<file path="src/rtl/cpu_param_pkg.sv">
// Shared CPU defaults: fetch vectors, instruction-memory window and the
// encoding of the pending-redirect FSM used by the PC generator.
package cpu_param_pkg;

  localparam logic [31:0] RESET_PC_DEF   = 32'h0000_3000;
  localparam logic [31:0] EXC_VECTOR_DEF = 32'h0000_4180;
  localparam logic [31:0] IM_BASE_DEF    = 32'h0000_3000;
  localparam logic [31:0] IM_BYTES_DEF   = 32'h0000_4000;

  typedef enum logic [1:0] {
    RUN       = 2'd0,
    PEND_EXC  = 2'd1,
    PEND_ERET = 2'd2
  } redir_state_e;

endpackage : cpu_param_pkg

</file>
<file path="src/rtl/pc_range_check.sv">
// Fetch address-error detector: flags a PC that is misaligned or lies
// outside the instruction-memory window [IM_BASE, IM_BASE+IM_BYTES).
module pc_range_check
  import cpu_param_pkg::*;
#(
  parameter int unsigned      WIDTH    = 32,
  parameter logic [WIDTH-1:0] IM_BASE  = WIDTH'(IM_BASE_DEF),
  parameter logic [WIDTH-1:0] IM_BYTES = WIDTH'(IM_BYTES_DEF)
) (
  input  logic [WIDTH-1:0] pc_i,
  output logic             adel_o
);

  // One extra bit so that IM_BASE+IM_BYTES cannot wrap around.
  localparam logic [WIDTH:0] LO_BOUND = {1'b0, IM_BASE};
  localparam logic [WIDTH:0] HI_BOUND = {1'b0, IM_BASE} + {1'b0, IM_BYTES};

  logic [WIDTH:0] pc_ext;

  assign pc_ext = {1'b0, pc_i};
  assign adel_o = (pc_i[1:0] != 2'b00) | (pc_ext < LO_BOUND) | (pc_ext >= HI_BOUND);

endmodule : pc_range_check

</file>
<file path="src/rtl/pc_gen.sv">
// Fetch-address generator: owns the PC, picks the next fetch address from
// reset/exception/eret/stall/jump/branch, and optionally defers CP0 redirects.
module pc_gen
  import cpu_param_pkg::*;
#(
  parameter int unsigned      WIDTH               = 32,
  parameter logic [WIDTH-1:0] RESET_PC            = WIDTH'(RESET_PC_DEF),
  parameter logic [WIDTH-1:0] EXC_VECTOR          = WIDTH'(EXC_VECTOR_DEF),
  parameter logic [WIDTH-1:0] IM_BASE             = WIDTH'(IM_BASE_DEF),
  parameter logic [WIDTH-1:0] IM_BYTES            = WIDTH'(IM_BYTES_DEF),
  parameter bit               EXC_OVERRIDES_STALL = 1'b1
) (
  input  logic             clk,
  input  logic             reset,
  input  logic             stall,
  input  logic             branch,
  input  logic [WIDTH-1:0] branch_addr,
  input  logic             jump,
  input  logic [WIDTH-1:0] jump_addr,
  input  logic             exc_req,
  input  logic             eret_req,
  input  logic [WIDTH-1:0] epc,
  output logic [WIDTH-1:0] pc,
  output logic [WIDTH-1:0] pc_4,
  output logic [WIDTH-1:0] next_pc,
  output logic             fetch_adel,
  output logic             redirect_pending
);

  localparam bit DEFER = !EXC_OVERRIDES_STALL;

  logic [WIDTH-1:0] pc_q, pc_d;
  logic [WIDTH-1:0] pend_target_q, pend_target_d;
  redir_state_e     state_q, state_d;

  logic redir_ok;
  logic take_exc;
  logic take_eret;

  // In deferring mode CP0 redirects only take effect on an unstalled cycle;
  // a held exception also beats a fresh eret.
  assign redir_ok  = !DEFER || !stall;
  assign take_exc  = redir_ok && exc_req;
  assign take_eret = redir_ok && eret_req && !exc_req && (state_q != PEND_EXC);

  // State register
  always_ff @(posedge clk) begin
    if (reset) begin
      pc_q          <= RESET_PC;
      state_q       <= RUN;
      pend_target_q <= '0;
    end else begin
      pc_q          <= pc_d;
      state_q       <= state_d;
      pend_target_q <= pend_target_d;
    end
  end

  // Next-state logic for the pending-redirect FSM
  always_comb begin
    state_d       = state_q;
    pend_target_d = pend_target_q;
    if (take_exc || take_eret) begin
      state_d = RUN;
    end else if (stall) begin
      if (DEFER) begin
        unique case (state_q)
          RUN: begin
            if (exc_req) begin
              state_d = PEND_EXC;
            end else if (eret_req) begin
              state_d       = PEND_ERET;
              pend_target_d = epc;
            end
          end
          PEND_ERET: begin
            if (exc_req) state_d = PEND_EXC;
          end
          default: state_d = state_q;
        endcase
      end
    end else begin
      state_d = RUN;
    end
  end

  // Output logic: next fetch address mux and status
  always_comb begin
    pc_d = pc_4;
    if (take_exc) begin
      pc_d = EXC_VECTOR;
    end else if (take_eret) begin
      pc_d = epc;
    end else if (stall) begin
      pc_d = pc_q;
    end else if (state_q == PEND_EXC) begin
      pc_d = EXC_VECTOR;
    end else if (state_q == PEND_ERET) begin
      pc_d = pend_target_q;
    end else if (jump) begin
      pc_d = jump_addr;
    end else if (branch) begin
      pc_d = branch_addr;
    end
  end

  assign pc               = pc_q;
  assign pc_4             = pc_q + WIDTH'(32'd4);
  assign next_pc          = reset ? RESET_PC : pc_d;
  assign redirect_pending = DEFER ? (state_q != RUN) : 1'b0;

  pc_range_check #(
    .WIDTH    (WIDTH),
    .IM_BASE  (IM_BASE),
    .IM_BYTES (IM_BYTES)
  ) u_range_check (
    .pc_i   (pc_q),
    .adel_o (fetch_adel)
  );

endmodule : pc_gen

</file>
<file path="config.mk">
export PLATFORM = sky130hd
export DESIGN_NAME = pc_gen
export DESIGN_NICKNAME = d
export VERILOG_FILES = /design/src/rtl/cpu_param_pkg.sv /design/src/rtl/pc_range_check.sv /design/src/rtl/pc_gen.sv
export SDC_FILE = /design/constraint.sdc
export NUM_CORES = 1
export LEC_CHECK = 0
export CAP_MARGIN = 25
export CORE_ASPECT_RATIO = 1.75
export CORE_UTILIZATION = 36
export CTS_CLUSTER_DIAMETER = 60
export DETAILED_ROUTE_END_ITERATION = 16
export PLACE_DENSITY = 0.82
export SLEW_MARGIN = 15
export SYNTH_ARGS = -nofsm -noshare
export SYNTH_HDL_FRONTEND = slang
export SYNTH_SLANG_ARGS = --single-unit
</file>
<file path="constraint.sdc">
create_clock -name clk -period 3.3 [get_ports clk]
set_clock_uncertainty 0.1 [all_clocks]
set_input_delay 0.66 -clock clk [delete_from_list [all_inputs] [get_ports clk]]
set_output_delay 0.66 -clock clk [all_outputs]
set_load 0.02 [all_outputs]
</file>
* After elaboration in Yosys (flattened, before gate mapping)
Cells that the tools add are included.
** Word-level totals
- Register bits after elaboration :: 32
- Input port bits :: 103
- Output and inout bits :: 98
- Word-level logic and storage cells :: 15
** Cells by class
- Add/sub/neg operators :: 1
- $lt $le $gt $ge :: 2
- Multiplexer cells :: 6
- Bitwise logic cells :: 2
- Reductions and logical operators :: 3
** Operators by type and width (number)
- 32-bit two-way mux :: 6
- 32-bit by 3-bit adder with 32-bit output (second input constant) :: 1
- 32-bit by 15-bit >= comparator with 1-bit output (second input constant) :: 1
- 32-bit by 14-bit < comparator with 1-bit output (second input constant) :: 1
- 1-bit bitwise OR :: 2
- 2-bit nonzero test :: 1
- 1-bit logical AND :: 1
- 1-bit zero test :: 1

* Logic depth before layout (Yosys ltp)
Gate-level depths: netlist (run 1).
- Word-level depth :: 7
- Mapped depth :: 7
- Gate-level depth less buffers :: 6

* Cells and area by module
From an unflattened synthesis (run 1), not the netlist that was laid out.
** Second synthesis, totals
- Cell total of the unflattened synthesis :: 393
- Area, all modules :: 2950.3 um^2
** Modules (own cells, without submodules)
- pc_gen :: instances 1, cells each 384, area each 2895.3 um^2, seq. area each 640.6 um^2
- pc_range_check :: instances 1, cells each 9, area each 55.1 um^2, seq. area each 0.0 um^2

* Worst setup path before layout (run 1)
No wires, ideal clock.
- Kind :: register to output
- Start point :: reg pc_q[3], in the netlist pc[3]
- End point :: out next_pc[14]
- Arrival time :: 2334 ps
- Data required time :: 2540 ps
- Slack :: 206 ps
- Cell stages (with the launch flop) :: 7
- Buffers on the path :: 0
- Cells stage by stage :: dfxtp_1 -> ha_1 -> nand3_1 -> nor4_1 -> xor2_1 -> nand2_1 -> a211oi_1
** On the way
- Longest elaborated chain between the ends :: 7
** RTL lines
- start: declaration :: line pc_gen.sv:32 : logic [WIDTH-1:0] pc_q, pc_d;
- start signal: assignment :: line pc_gen.sv:53 : pc_q <= pc_d;
- 32-bit by 3-bit adder with 32-bit output :: line pc_gen.sv:108 : assign pc_4 = pc_q + WIDTH'(32'd4);
- named net pc_4[14] :: line pc_gen.sv:24 : output logic [WIDTH-1:0] pc_4,
- 32-bit two-way mux :: line pc_gen.sv:102 : end else if (branch) begin
- 32-bit two-way mux :: line pc_gen.sv:100 : end else if (jump) begin
- 32-bit two-way mux :: line pc_gen.sv:94 : end else if (stall) begin
- 32-bit two-way mux :: line pc_gen.sv:92 : end else if (take_eret) begin
- 32-bit two-way mux :: line pc_gen.sv:90 : if (take_exc) begin
- 32-bit two-way mux :: line pc_gen.sv:109 : assign next_pc = reset ? RESET_PC : pc_d;
- end: declaration :: line pc_gen.sv:25 : output logic [WIDTH-1:0] next_pc,
The timed path passes the listed nets, and every way through them passes these cells.

* Worst setup path in the final report (run 1)
- Start point :: in branch
- End point :: out next_pc[31]
** On the way
- Longest elaborated chain between the ends :: 6
** RTL lines
- start: declaration :: line pc_gen.sv:16 : input logic branch,
- 32-bit two-way mux :: line pc_gen.sv:102
- 32-bit two-way mux :: line pc_gen.sv:100
- 32-bit two-way mux :: line pc_gen.sv:94
- 32-bit two-way mux :: line pc_gen.sv:92
- 32-bit two-way mux :: line pc_gen.sv:90
- 32-bit two-way mux :: line pc_gen.sv:109
No other way between the ends.

==> results of run 1 <==
==> per-stage QoR <==
| step | util | instances |
|---|---|---|
| 2_1_floorplan | - | 376 |
| 3_3_place_gp | 0.694 | 719 |
| 3_5_place_dp | 0.694 | 719 |
| 4_1_cts | 0.706 | 726 |
| 5_1_grt | 0.713 | 727 |
| 6_report | 0.713 | 727 |
==> worst reg2reg max path, delay by kind of cell, from the launching register on <==
kind	cells	cell delay, ps
adder cells (fa/ha/maj)	1	190
flip-flops	1	330
AO/OA/AOI/OAI	1	160
AND/OR/NAND/NOR	3	1070
XOR/XNOR	1	180
==> worst paths after layout <==
| check | startpoint | to | slack [ps] | depth (start not counted) |
|---|---|---|---|---|
| setup / recovery | branch | next_pc[31] | 50 | 7 |
| hold reg to reg | pc[31] | pc[31] | 560 | 2 |
| setup reg to reg | pc[2] | pc[16] | 1160 | 6 |
| hold / removal | pc[31] | pc[31] | 560 | 2 |
==> power by group through the flow <==
stage          registers, µW  clock network, µW  logic, µW
2_1_floorplan            475                  0        240
3_3_place_gp             442                  0        645
3_5_place_dp             444                  0        655
4_1_cts                  436                451        643
5_1_grt                  439                469        683
6_report                 437                453        650
==> layer usage <==
metal	GRT usage	routed length (µm)	vias up
met5	0	0	-
met4	0.236	866	0
met3	0.0698	1080	72
met2	0.638	7990	275
met1	0.314	4810	2056
li1	-	-	1968
==> Yosys cell counts (9+ instances only) <==
master and number:
sky130_fd_sc_hd__a21oi_1 27, sky130_fd_sc_hd__a221oi_1 13, sky130_fd_sc_hd__clkbuf_1 18, sky130_fd_sc_hd__dfxtp_1 32, sky130_fd_sc_hd__inv_1 9, sky130_fd_sc_hd__nand2_1 27, sky130_fd_sc_hd__nand2b_1 20, sky130_fd_sc_hd__nand3_1 13
sky130_fd_sc_hd__nor2_1 21, sky130_fd_sc_hd__nor4_1 9, sky130_fd_sc_hd__o211a_1 12, sky130_fd_sc_hd__o211ai_1 17, sky130_fd_sc_hd__o21ai_0 15, sky130_fd_sc_hd__o2bb2ai_1 9, sky130_fd_sc_hd__xnor2_1 17, sky130_fd_sc_hd__xor2_1 10
==> layout make-up <==
class / count / area, µm² / share of cell area
Sequential cell: 32 / 641 / 0.114
Timing Repair Buffer: 281 / 2580 / 0.457
Clock inverter: 1 / 5.00 / 0.000888
Multi-Input combinational cell: 305 / 2130 / 0.378
Tap cell: 90 / 113 / 0.0200
Inverter: 11 / 41.3 / 0.00733
Clock buffer: 6 / 129 / 0.0229
Antenna cell: 1 / 2.50 / 0.000444
==> timing repair <==
action / CTS / global route
hold endpoints to repair: 0 / 0
buffers inserted: 0 / 0
resized for setup: 37 / 37
pin swaps: 0 / 1
endpoints found under the setup margin: 35 / 32
==> kinds of logic (layout without fill, tap and decap cells) <==
family | Yosys count | in the layout | synth area share
AOI/OAI and AO/OA | 141 | 141 | 0.351
xor gates and xnor gates | 27 | 27 | 0.0806
adders and majority gates | 2 | 2 | 0.00853
buffers and inverters | 39 | 299 | 0.0708
DFF | 32 | 32 | 0.218
muxes | 5 | 5 | 0.0175
other | 1 | 2 | 0.00128
and+or+nand+nor | 129 | 129 | 0.252
==> run metrics, run 1 <==
run status finished clean; Initial Util 0.371; mapped cell area 2930 µm²; H-tree depth reported by CTS 2; number of distinct library cells after synthesis 60; area growth from synthesis to final layout 92.1%; achievable clock frequency 307 MHz; total gr overflow 0; vias after detailed routing 4371; Clk pwr share 0.294; placed cell areas 5490 µm²; final-stage net count 741; Post-synth top flop sky130_fd_sc_hd__dfxtp_1; count of nets left with antenna violations after detail routing 0; height of the die 121 µm; fraction of registers with async set/reset 0; area fraction of the dominant cell type after synthesis 0.218; power per unit of standard cell area 273 nW/µm²; Largest register FFs 32; Final WS setup 45.6 ps; buffers and inverters on the worst path 4; kind of end point of the critical path output port; Syn Nets 481; Die Outline Area 8530 µm²; crit path launch type input pin; Max rail drop VDD 0.208 mV; cell type of the slowest stage on the worst timing path sky130_fd_sc_hd__clkdlybuf4s50_1; classification of the worst setup path input pin to output port; critical path's largest stage delay 510 ps; number of synthesized register bits 32; Tot Pwr 1540 µW; total routed wirelength 14800 µm; CTS Buffer Depth 2; Std-Cell Core Area 7910 µm²; Sw Pwr 522 µW; count of warnings emitted by yosys 0; vias per cell 6.01; DR DRC count 0; fraction of layout instances using a drive strength above 1 0.184; critical path required time 2540 ps; cell area after layout 5640 µm²; GP Congestion 0.978; number of clock buffers inserted by TritonCTS 5; fraction of power spent switching nets 0.339; leading cell types in the layout, fill and taps excluded sky130_fd_sc_hd__clkdlybuf4s50_1, sky130_fd_sc_hd__buf_4, sky130_fd_sc_hd__dfxtp_1, sky130_fd_sc_hd__nand2_1, sky130_fd_sc_hd__a21oi_1; count of hold-fix buffers inserted at cts 0; post-route clock period utilization 0.986; Max-cap violations 0; number of sinks driven by the clock tree 32; commonest non-fill, non-tap cell in the layout sky130_fd_sc_hd__clkdlybuf4s50_1; Post-synth EDFFs 0; average footprint of a synthesized cell 7.80 µm²; cells along the critical path clkdlybuf4s50_1, buf_4, nor4_2, buf_4, o211a_1, o2bb2ai_1, clkdlybuf4s15_1; clock tree from TritonCTS built; final hold violation count 0; placement row count 43; antenna violations before repair 1; class of the tightest hold or removal check register to register; Worst path most repeated cell sky130_fd_sc_hd__buf_4; minimum period implied by the final worst setup slack 3250 ps; vias in the first global route 4543; Worst Path Arrival 2490 ps; cell taking the most area after synthesis sky130_fd_sc_hd__dfxtp_1; part of the total power dissipated in sequential elements 0.284; number of top-level pins 201; part of the Yosys area used for sequential elements 0.218; cell family contributing the most delay on the critical path buffers and inverters; sum of net half-perimeters after detailed placement 11900 µm; filler cell count in the final layout 652; final max-slew violation count 0; CTS Root Cell sky130_fd_sc_hd__clkbuf_16; critical-path maximum fanout 10; cells after synthesis 376; pre-CTS setup slack -326 ps; global-route wire length before repair 22300 µm; Starting DRT DRC Count 367; reported leakage power 0.00257 µW; largest net degree at the start of global routing 20; internal power consumption 1020 µW; width of the chip 70.2 µm; Post-Route Setup TNS 0 ps; worst hold-check slack 565 ps; overall fraction of global-route tracks in use 0.338; number of iterations in the first detailed-routing pass 5; Setup Viol. Count Final 0; Port Buf Inserts 199; Clk pin slew, worst setup/hold paths 50 ps; combinational share of power 0.422; routed length per instance 20.3 µm; top post-synthesis cells by area sky130_fd_sc_hd__dfxtp_1, sky130_fd_sc_hd__xnor2_1, sky130_fd_sc_hd__a21oi_1, sky130_fd_sc_hd__o211ai_1, sky130_fd_sc_hd__nand2b_1; insertion delay of the later-clocked pin in the worst-skew pair 290 ps
Note: power is estimated with default switching activity, not from simulation.
==> run 2: changes to the inputs <==
--- a/config.mk
+++ b/config.mk
@@ -7,2 +7,3 @@
 export LEC_CHECK = 0
+export ABC_CLOCK_PERIOD_IN_PS = 3300
 export CAP_MARGIN = 25
--- a/constraint.sdc
+++ b/constraint.sdc
@@ -4,2 +4,2 @@
 set_output_delay 0.66 -clock clk [all_outputs]
-set_load 0.02 [all_outputs]
+set_load 0.01 [all_outputs]
==> run 2 against run 1 <==
Compared with the run above:
- register-to-register slack worse by 20 ps
- clock power grew 22%
- flip-flop and latch count unchanged
- sequential share of layout area down 0.42 points
- first-iteration DRC count down 5.7%
- clock-buffer cell count did not move
- setup slack got worse by 18 ps
- total power up 5.1%
- via count rose by 4.9%
- non-clock buffer count grew 9
- global-route usage up 1.5 points
- critical path type is now register to output port
- largest power group unchanged
==> run metrics, run 2 (same netlist as run 1, synthesis figures left out) <==
final max-slew violation count 0 (unchanged); pre-CTS setup slack -242 ps (+84.4 ps); clock tree from TritonCTS built; classification of the worst setup path register to output port; met2 Track Usage GR 0.661 (+0.0232); insertion delay of the later-clocked pin in the worst-skew pair 290 ps (about the same); Worst Path Arrival 2510 ps (+20 ps); placement row count 43 (unchanged); Max rail drop VDD 0.211 mV (+1.4%); H-tree depth reported by CTS 2 (unchanged); met3 routing resource usage after global routing 0.0532 (-0.0166); Post-Place Cells 715 (-0.56%); number of iterations in the first detailed-routing pass 5 (unchanged); power per unit of standard cell area 275 nW/µm² (+0.61%); width of the chip 70.2 µm (unchanged); number of clock buffers inserted by TritonCTS 5 (unchanged); sum of net half-perimeters after detailed placement 11700 µm (-1.6%); count of hold-fix buffers inserted at cts 0 (unchanged); global-route wire length before repair 23500 µm (+5.3%); vias after detailed routing 4583 (+4.9%); largest net degree at the start of global routing 19 (-5.0%); final-stage net count 750 (+1.2%); GP Congestion 0.954 (-2.5%); minimum period implied by the final worst setup slack 3270 ps (+18.2 ps); vias per cell 6.23 (+3.6%); number of sinks driven by the clock tree 32 (unchanged); post-route clock period utilization 0.992 (+0.00551); Starting DRT DRC Count 346 (-5.7%); total routed wirelength 15500 µm (+4.9%); achievable clock frequency 306 MHz (-0.56%); CTS Root Cell sky130_fd_sc_hd__clkbuf_16; height of the die 121 µm (unchanged); final hold violation count 0 (unchanged); number of top-level pins 201 (unchanged); reported leakage power 0.00262 µW (+1.7%); Die Outline Area 8530 µm² (unchanged); CTS Buffer Depth 2 (unchanged); DR DRC count 0 (unchanged); Port Buf Inserts 199 (unchanged); overall fraction of global-route tracks in use 0.353 (+0.0148); number of antenna repair diodes 0 (-1); antenna violations before repair 0 (-1); Clk pin slew, worst setup/hold paths 60 ps (about the same); area growth from synthesis to final layout 101%; GR Util met1 0.355 (+0.0408); setup repair after global routing missed its margin yes; routed length per instance 21.0 µm (+3.6%); Final WS setup 27.4 ps (-18.2 ps); critical-path maximum fanout 4 (-6); Initial Util 0.371 (unchanged); kind of end point of the critical path output port; GR peak layer met2; count of nets left with antenna violations after detail routing 0 (unchanged); run status finished clean; fraction of layout instances using a drive strength above 1 0.221 (+0.0374); Max-cap violations 0 (unchanged); critical path required time 2540 ps (about the same); leading cell types in the layout, fill and taps excluded sky130_fd_sc_hd__clkdlybuf4s50_1, sky130_fd_sc_hd__buf_4, sky130_fd_sc_hd__dfxtp_1, sky130_fd_sc_hd__a21oi_1, sky130_fd_sc_hd__nand2_1; Std-Cell Core Area 7910 µm² (unchanged); total gr overflow 0 (unchanged); Largest register FFs 32 (unchanged); commonest non-fill, non-tap cell in the layout sky130_fd_sc_hd__clkdlybuf4s50_1; crit path launch type register; class of the tightest hold or removal check register to register; Non-Filler Instances 736 (+1.2%); vias in the first global route 4623 (+1.8%); Setup Viol. Count Final 0 (unchanged)
==> run 2: changes by cell type in the layout (fill, tap and decap cells not counted), moves of 4 or more <==
cell | previous run | this run
sky130_fd_sc_hd__clkbuf_2 | 7 | 1
sky130_fd_sc_hd__xnor2_1 | 15 | 11
sky130_fd_sc_hd__dlymetal6s2s_1 | 12 | 7
sky130_fd_sc_hd__clkdlybuf4s15_1 | 4 | 0
sky130_fd_sc_hd__xnor2_2 | 2 | 6
sky130_fd_sc_hd__clkdlybuf4s50_1 | 152 | 166
sky130_fd_sc_hd__buf_4 | 81 | 88
==> run 2: layout make-up <==
class,count,area [µm²]
inverter,11,42.5
timing repair buffer,290,2690
fill,592,2020
sequential,32,644
clock inverter,2,35.0
clock buffer,6,129
multi-input combinational,305,2240
tap,90,113
==> run 2: layer usage <==
metal	wire length [µm]	vias up
li1	-	1988
met1	5140	2190
met2	8230	324
met3	1200	81
met4	906	0
met5	0	-
==> run 2: stage by stage <==
stage	utilization	TNS, ps	cell area [µm²]	hold WS, ps	power, µW
global placement	0.692	-3380	5470	556	1030
CTS	0.731	0	5780	584	1600
finish	0.745	0	5890	589	1620
global route	0.745	-85.6	5890	617	1670
floorplan	-	0	2930	593	664
detailed placement	0.692	-4250	5470	574	1040
==> run 2: path summary, 6_finish.rpt <==
check / start / end / slack [ps] / depth (start not counted)
worst max-delay path: pc[2] / next_pc[16] / 30 / 7
worst min-delay path: pc[26] / pc[26] / 590 / 2
worst max register to register: pc[2] / pc[23] / 1140 / 10
worst min register to register: pc[26] / pc[26] / 590 / 2
==> run 2: timing repair <==
action,CTS,global route
pin swaps,6,7
setup endpoints to repair,32,14
buffers inserted,9,3
endpoints found under the hold margin,0,0
gates resized for setup,50,24
gates cloned,1,0
==> run 2: worst max-delay path: stages, from the launching register on <==
cell and delay, ps:
sky130_fd_sc_hd__dfxtp_1 350, sky130_fd_sc_hd__ha_2 230, sky130_fd_sc_hd__nand3_4 110, sky130_fd_sc_hd__or4_4 480, sky130_fd_sc_hd__xnor2_2 180, sky130_fd_sc_hd__or3_1 400
sky130_fd_sc_hd__o311a_1 170, sky130_fd_sc_hd__dlygate4sd2_1 300
==> run 2: report_power, final <==
group          switching, µW  total (µW)  internal, µW
Clock                    197         553           356
Sequential              31.2         440           409
Combinational            275         626           350
Total                    504        1620          1120
==> run 3: changes to the inputs <==
SYNTH_HIERARCHICAL = 1   (was not set)
==> run 3 against run 2 <==
Compared with the run above:
- cell area rose by 2.9%
- highest routed layer unchanged
- combinational power rose by 4.0%
- via count fell by 0.24%
- clock-buffer cell count rose by 1
- global-route usage rose by 2.4 points
- flip-flop and latch count did not move
- register-to-register slack got worse by 50 ps
- cell count rose by 4.1%
==> run metrics, run 3 <==
run status finished clean; CTS Buffer Depth 2 (unchanged); worst hold path stage count 2 (unchanged); power per unit of standard cell area 261 nW/µm² (-5.1%); filler cell count in the final layout 627 (+5.9%); global-route wire length before repair 24700 µm (+5.2%); Std-Cell Core Area 7910 µm² (unchanged); number of iterations in the first detailed-routing pass 7 (+2); fraction of synthesized area in multiplexers 0.0136 (-0.00391); Initial Util 0.373 (+0.00206); antenna violations before repair 0 (unchanged); width of the chip 70.4 µm (+0.26%); achievable clock frequency 308 MHz (+0.69%); Post-synth EDFFs 0 (unchanged); CTS Root Cell sky130_fd_sc_hd__clkbuf_16; setup repair after global routing missed its margin yes; Syn Nets 497 (+3.3%); final-stage net count 780 (+4.0%); number of synthesized register bits 32 (unchanged); crit path launch type input pin; final max-slew violation count 0 (unchanged); post-synthesis xor/xnor area fraction 0.0772 (-0.00341); Die Outline Area 8580 µm² (+0.54%); class of the tightest hold or removal check register to register; fraction of layout instances using a drive strength above 1 0.259 (+0.0375); sum of net half-perimeters after detailed placement 13000 µm (+11%); setup slack, reg-to-reg 1090 ps (-50 ps); worst reg2reg path endpoint pc[15]; count of nets left with antenna violations after detail routing 0 (unchanged); Port Buf Inserts 199 (unchanged); length of routed wiring on met1 5590 µm (+8.8%); Worst Reg-to-Reg Cells 6 (-4); hold-critical path endpoint pc[30]; number of top-level pins 201 (unchanged); number of antenna repair diodes 0 (unchanged); Max-cap violations 0 (unchanged); classification of the worst setup path input pin to output port; post-synthesis compound-gate area fraction 0.318 (-0.0333); average footprint of a synthesized cell 7.51 µm² (-3.8%); count of warnings emitted by yosys 6 (+6); transition time at the pin with the least slew margin 560 ps; Post-Route Setup TNS 0 ps (unchanged); Worst Path Arrival 2490 ps (-20 ps); minimum period implied by the final worst setup slack 3250 ps (-22.5 ps); placement row count 43 (unchanged); area growth from synthesis to final layout 105%; area fraction of the dominant cell type after synthesis 0.217 (-0.00120); reported leakage power 0.00272 µW (+4.1%); H-tree depth reported by CTS 2 (unchanged); cells after synthesis 393 (+4.5%); arithmetic-cell share of the synthesized area counting full adders, half adders and majority gates 0.00424 (-0.00429); Synth top cells by count sky130_fd_sc_hd__dfxtp_1, sky130_fd_sc_hd__nand2_1, sky130_fd_sc_hd__nor2_1; vias after detailed routing 4572 (-0.24%); largest family of logic cells by synthesized area compound AO/OA/AOI/OAI gates; total gr overflow 0 (unchanged); leading cell types in the layout, fill and taps excluded sky130_fd_sc_hd__clkdlybuf4s50_1, sky130_fd_sc_hd__buf_4, sky130_fd_sc_hd__nand2_1, sky130_fd_sc_hd__dlygate4sd2_1, sky130_fd_sc_hd__dfxtp_1; origin of the critical flop-to-flop path pc[5]; largest net degree at the start of global routing 17 (-2); post-synthesis simple-gate area fraction 0.293 (+0.0410); fraction of registers with async set/reset 0 (unchanged); highest metal layer used by the detailed router met4; routed wire length on met2 8950 µm (+8.8%); cell taking the most area after synthesis sky130_fd_sc_hd__dfxtp_1; critical-path maximum fanout 5 (+1); number of clock buffers inserted by TritonCTS 5 (unchanged); Setup Viol. Count Final 0 (unchanged); clock tree from TritonCTS built; height of the die 122 µm (+0.27%); overall fraction of global-route tracks in use 0.377 (+0.0237); Slew headroom 0.623; startpoint of the tightest hold check path pc[30]; Largest register FFs 32 (unchanged); GP Congestion 0.963 (+0.95%); final hold violation count 0 (unchanged); vias in the first global route 4711 (+1.9%); critical path required time 2540 ps (about the same); Clk pin slew, worst setup/hold paths 50 ps (about the same); number of sinks driven by the clock tree 32 (unchanged); DR DRC count 0 (unchanged); top post-synthesis cells by area sky130_fd_sc_hd__dfxtp_1, sky130_fd_sc_hd__xnor2_1, sky130_fd_sc_hd__nand2b_1, sky130_fd_sc_hd__a21oi_1, sky130_fd_sc_hd__nand2_1; post-route clock period utilization 0.985 (-0.00683); Final Core Density 0.766 (+0.0218); met3 routed wirelength 1070 µm (-11%); number of distinct library cells after synthesis 63 (+5.0%); Max rail drop VDD 0.191 mV (-9.5%); most frequently used cell type in the post-synthesis netlist sky130_fd_sc_hd__dfxtp_1; routed length per instance 21.7 µm (+3.1%); Post-synth top flop sky130_fd_sc_hd__dfxtp_1; mapped cell area 2950 µm² (+0.55%); part of the Yosys area used for sequential elements 0.217 (-0.00120); commonest non-fill, non-tap cell in the layout sky130_fd_sc_hd__clkdlybuf4s50_1; kind of end point of the critical path output port; vias per cell 5.97 (-4.1%); total routed wirelength 16600 µm (+7.3%); insertion delay of the later-clocked pin in the worst-skew pair 280 ps (about the same); Starting DRT DRC Count 374 (+8.1%)
-- run 3: cell types whose count changed after synthesis, sizes merged, moves of 6 or more --
| cell | delta |
|---|---|
| o211a | -6 |
| a41o | +6 |
| o211ai | -6 |
| o2bb2ai | -7 |
| buf | +8 |
| nor2 | +8 |
-- run 3: how the worst max path moves through the flow --
stage          startpoint          end  slack [ps]  depth (start not counted)
6_report          exc_req  next_pc[14]          50                          7
5_1_grt             pc[3]     pc_4[18]          -5                          7
4_1_cts           exc_req  next_pc[21]         0.4                          7
3_5_place_dp         jump  next_pc[14]        -340                          6
3_3_place_gp         jump  next_pc[14]        -270                          6
2_1_floorplan      pc[10]  next_pc[20]         360                          7
-- run 3: final cells by class --
type | count | area (µm²) | area share
repair buffers | 310 | 2830 | 0.466
multi-input cells | 319 | 2290 | 0.378
flip-flops and latches | 32 | 648 | 0.107
clock buffers | 7 | 153 | 0.0252
well taps | 90 | 113 | 0.0186
inverters | 8 | 30.0 | 0.00495
-- run 3: layer usage --
| layer | vias to the layer above | global-route usage |
|---|---|---|
| li1 | 2068 | - |
| met1 | 2144 | 0.382 |
| met2 | 281 | 0.713 |
| met3 | 79 | 0.0529 |
| met4 | 0 | 0.224 |
| met5 | - | 0 |
-- run 3: what timing repair did --
item | 4_1_cts | 5_1_grt
endpoints found under the setup margin | 41 | 18
pin swaps | 3 | 7
buffers inserted | 5 | 4
hold buffers | 0 | 0
gates resized for setup | 66 | 32
cloned | 1 | 1
hold endpoints to repair | 0 | 0
-- run 3: worst max-delay path, cell delays in order --
cell                              delay [ps]
sky130_fd_sc_hd__clkdlybuf4s50_1         500
sky130_fd_sc_hd__buf_4                   170
sky130_fd_sc_hd__nor2_1                   60
sky130_fd_sc_hd__nor3_1                  280
sky130_fd_sc_hd__o21ai_0                 170
sky130_fd_sc_hd__o32ai_2                 310
sky130_fd_sc_hd__dlygate4sd2_1           340
-- run 3: logic make-up after synthesis --
family | after synthesis
AO/OA/AOI/OAI | 130
XOR/XNOR | 26
adder cells (fa/ha/maj) | 1
buffers and inverters | 42
flip-flops | 32
multiplexers | 4
other | 1
AND/OR/NAND/NOR | 157
-- run 3: where the power goes --
| group | switching (µW) | internal, µW |
|---|---|---|
| sequential | 27.0 | 410 |
| combinational | 289 | 362 |
| clock | 177 | 317 |
-- run 3: stage by stage --
| step | worst slack (ps) | area, µm² | std cells | hold WS (ps) | power (µW) |
|---|---|---|---|---|---|
| after floorplan | 359 | 2950 | 393 | 563 | 672 |
| after global placement | -274 | 5640 | 748 | 545 | 1060 |
| after detailed placement | -344 | 5640 | 748 | 593 | 1070 |
| after CTS | 0.426 | 5910 | 761 | 595 | 1570 |
| after global routing | -5.47 | 6060 | 766 | 619 | 1640 |
| final | 50.0 | 6060 | 766 | 583 | 1580 |
==> variant (config.mk and constraints of run 1) <==
`WIDTH` is set to 32 in 2 places; all go to 40.
--- a/src/rtl/pc_range_check.sv
+++ b/src/rtl/pc_range_check.sv
@@ -3,7 +3,7 @@
 module pc_range_check
   import cpu_param_pkg::*;
 #(
-  parameter int unsigned      WIDTH    = 32,
+  parameter int unsigned      WIDTH    = 40,
   parameter logic [WIDTH-1:0] IM_BASE  = WIDTH'(IM_BASE_DEF),
   parameter logic [WIDTH-1:0] IM_BYTES = WIDTH'(IM_BYTES_DEF)
 ) (
--- a/src/rtl/pc_gen.sv
+++ b/src/rtl/pc_gen.sv
@@ -3,7 +3,7 @@
 module pc_gen
   import cpu_param_pkg::*;
 #(
-  parameter int unsigned      WIDTH               = 32,
+  parameter int unsigned      WIDTH               = 40,
   parameter logic [WIDTH-1:0] RESET_PC            = WIDTH'(RESET_PC_DEF),
   parameter logic [WIDTH-1:0] EXC_VECTOR          = WIDTH'(EXC_VECTOR_DEF),
   parameter logic [WIDTH-1:0] IM_BASE             = WIDTH'(IM_BASE_DEF),
Ports: changed (6 resized); port bits go from 201 to 249. No check against the original RTL was run, so the function may have changed too.
==> variant against run 1 <==
  * Total power increased by 23%
  * Maximum frequency is 1.5% lower
  * Via count is 34% higher
  * Combinational power rose by 28%
  * The run now ends with negative setup slack left
  * Clock power increased by 17%
  * Synthesized area grew 33%
  * Routed wire length rose by 43%
  * Cell area increased by 32%
  * Setup slack worse by 0.049 ns
  * Sequential cell count is 8 higher
==> variant: results (changes against run 1) <==
p_leak_uw: 0.00319  # was 0.00257 uW
grt_max_degree: 38  # was 20
routed_wl_mm: 21.1  # was 14.8 mm
internal_power_uw: 1230  # was 1020 uW
viasPerCell: 6.04  # was 6.01
r2r_slack_ns: 1.16  # about the same
dp_slack_ns: -0.601  # was -0.326 ns
hp-class: "reg -> reg"  # unchanged
grt_pass1_vias: 5962  # was 4543
ys_seq_area_share_pct: 20.6  # was 21.8%
cts_buffer_depth: 2  # unchanged
setup_slack_ns: -0.00339  # was 0.0456 ns
gp_routability_congestion: 1.02  # was 0.978
async_reset_ff_share_pct: 0  # unchanged
placed_cell_area_um2: 7160  # was 5490 um2
netlist_top_cells_count: "dfxtp_1 (40), nand2_1 (38), a21oi_1 (35)"  # was dfxtp_1 (32), a21oi_1 (27), nand2_1 (27)
status: "finished with violations"  # was finished, final reports clean
drtPass1Iterations: 5  # unchanged
syn_nets: 637  # was 481
cp_data_arrival_time_ns: 2.54  # was 2.49 ns
port_buffers: 247  # was 199
timing.slew.headroom_pct: 64.4
grt_pass1_wl_mm: 31.5  # was 22.3 mm
antenna_found_initial: 2  # was 1
ir_drop_mv: 0.188  # was 0.208 mV
synthTopCellsByArea: "dfxtp_1 (21%), a21oi_1 (4.5%), o221ai_1 (4.1%), xnor2_1 (4.1%), nand2_1 (3.7%)"  # was dfxtp_1 (22%), xnor2_1 (5.1%), a21oi_1 (4.6%), o211ai_1 (4.3%), nand2b_1 (4.3%)
path_clk_slew_ns: 0.06
yosys_warnings: 0  # unchanged
numCtsBuffers: 5  # unchanged
tns_ns: -0.00339  # was 0 ns
largest_reg_flops: 40  # was 32
slowest_delay_ns: 0.47  # was 0.51 ns
drive_above_1_share_pct: 25.1  # was 18.4%
fin_nets: 966  # was 741
drt_iter0_markers: 447  # was 367
violations: "negative setup slack"
hpwl_mm: 16.6  # was 11.9 mm
crit_slowest_cell: "clkdlybuf4s50_1"  # unchanged
clockRootBuffer: "clkbuf_16"  # unchanged
grt_usage_pct: 36.9  # was 33.8%
yosysUniqueCellTypes: 75  # was 60
worstSkewPairLatency_ns: 0.30
cts_max_level: 2  # unchanged
cp_max_fo: 10  # unchanged
setup_viol: 1  # was 0
variant: stage by stage:
step           std cells  hold WS, ns
2_1_floorplan        508        0.650
3_3_place_gp         944        0.534
3_5_place_dp         944        0.543
4_1_cts              961        0.553
5_1_grt              967        0.553
6_report             967        0.526
variant: layer usage:
metal | part of all wire, % | GRT usage, %
met1 | 34 | 38.1
met2 | 52 | 66.1
met3 | 7.7 | 6.10
met4 | 6.8 | 24.0
met5 | 0 | 0
variant: what timing repair did:
item                       4_1_cts  5_1_grt
pin swaps                        4        3
setup endpoints to repair       47       28
gates resized for setup         74       46
setup buffers                    9        4
variant: worst paths after layout:
kind | from | endpoint | cells after the start
setup / recovery | eret_req | next_pc[38] | 8
hold / removal | pc[9] | pc[9] | 2
setup reg to reg | pc[3] | pc[24] | 8
hold reg to reg | pc[9] | pc[9] | 2
variant: power by group through the flow:
stage                     sequential (uW)  clock [uW]  combinational (uW)
after floorplan                       579           0                 297
after global placement                540           0                 807
after detailed placement              541           0                 816
after CTS                             531         525                 815
after global routing                  535         543                 867
final                                 532         528                 831
variant: critical path, delay by kind of cell:
kind | cells | cell delay, ns
buffers and inverters | 4 | 1.24
AND/OR/NAND/NOR | 2 | 0.44
AO/OA/AOI/OAI | 2 | 0.19
variant: cell type report:
class	count	area [um2]
Timing Repair Buffer	373	3410
Fill cell	872	2960
Multi-Input combinational cell	398	2870
Sequential cell	40	806
Tap cell	127	159
Clock buffer	8	146
Inverter	19	71.3
Antenna cell	2	5.00
variant: logic make-up (layout without fill, tap and decap cells):
family,count (synthesis),count (layout),synth area share (%)
and+or+nand+nor,177,177,28.0
adders and majority gates,2,2,0.643
muxes,3,3,0.804
xor gates and xnor gates,33,33,7.43
DFF,40,40,20.6
buffers and inverters,70,400,9.04
AOI/OAI and AO/OA,182,182,33.4
other,1,3,0.0964
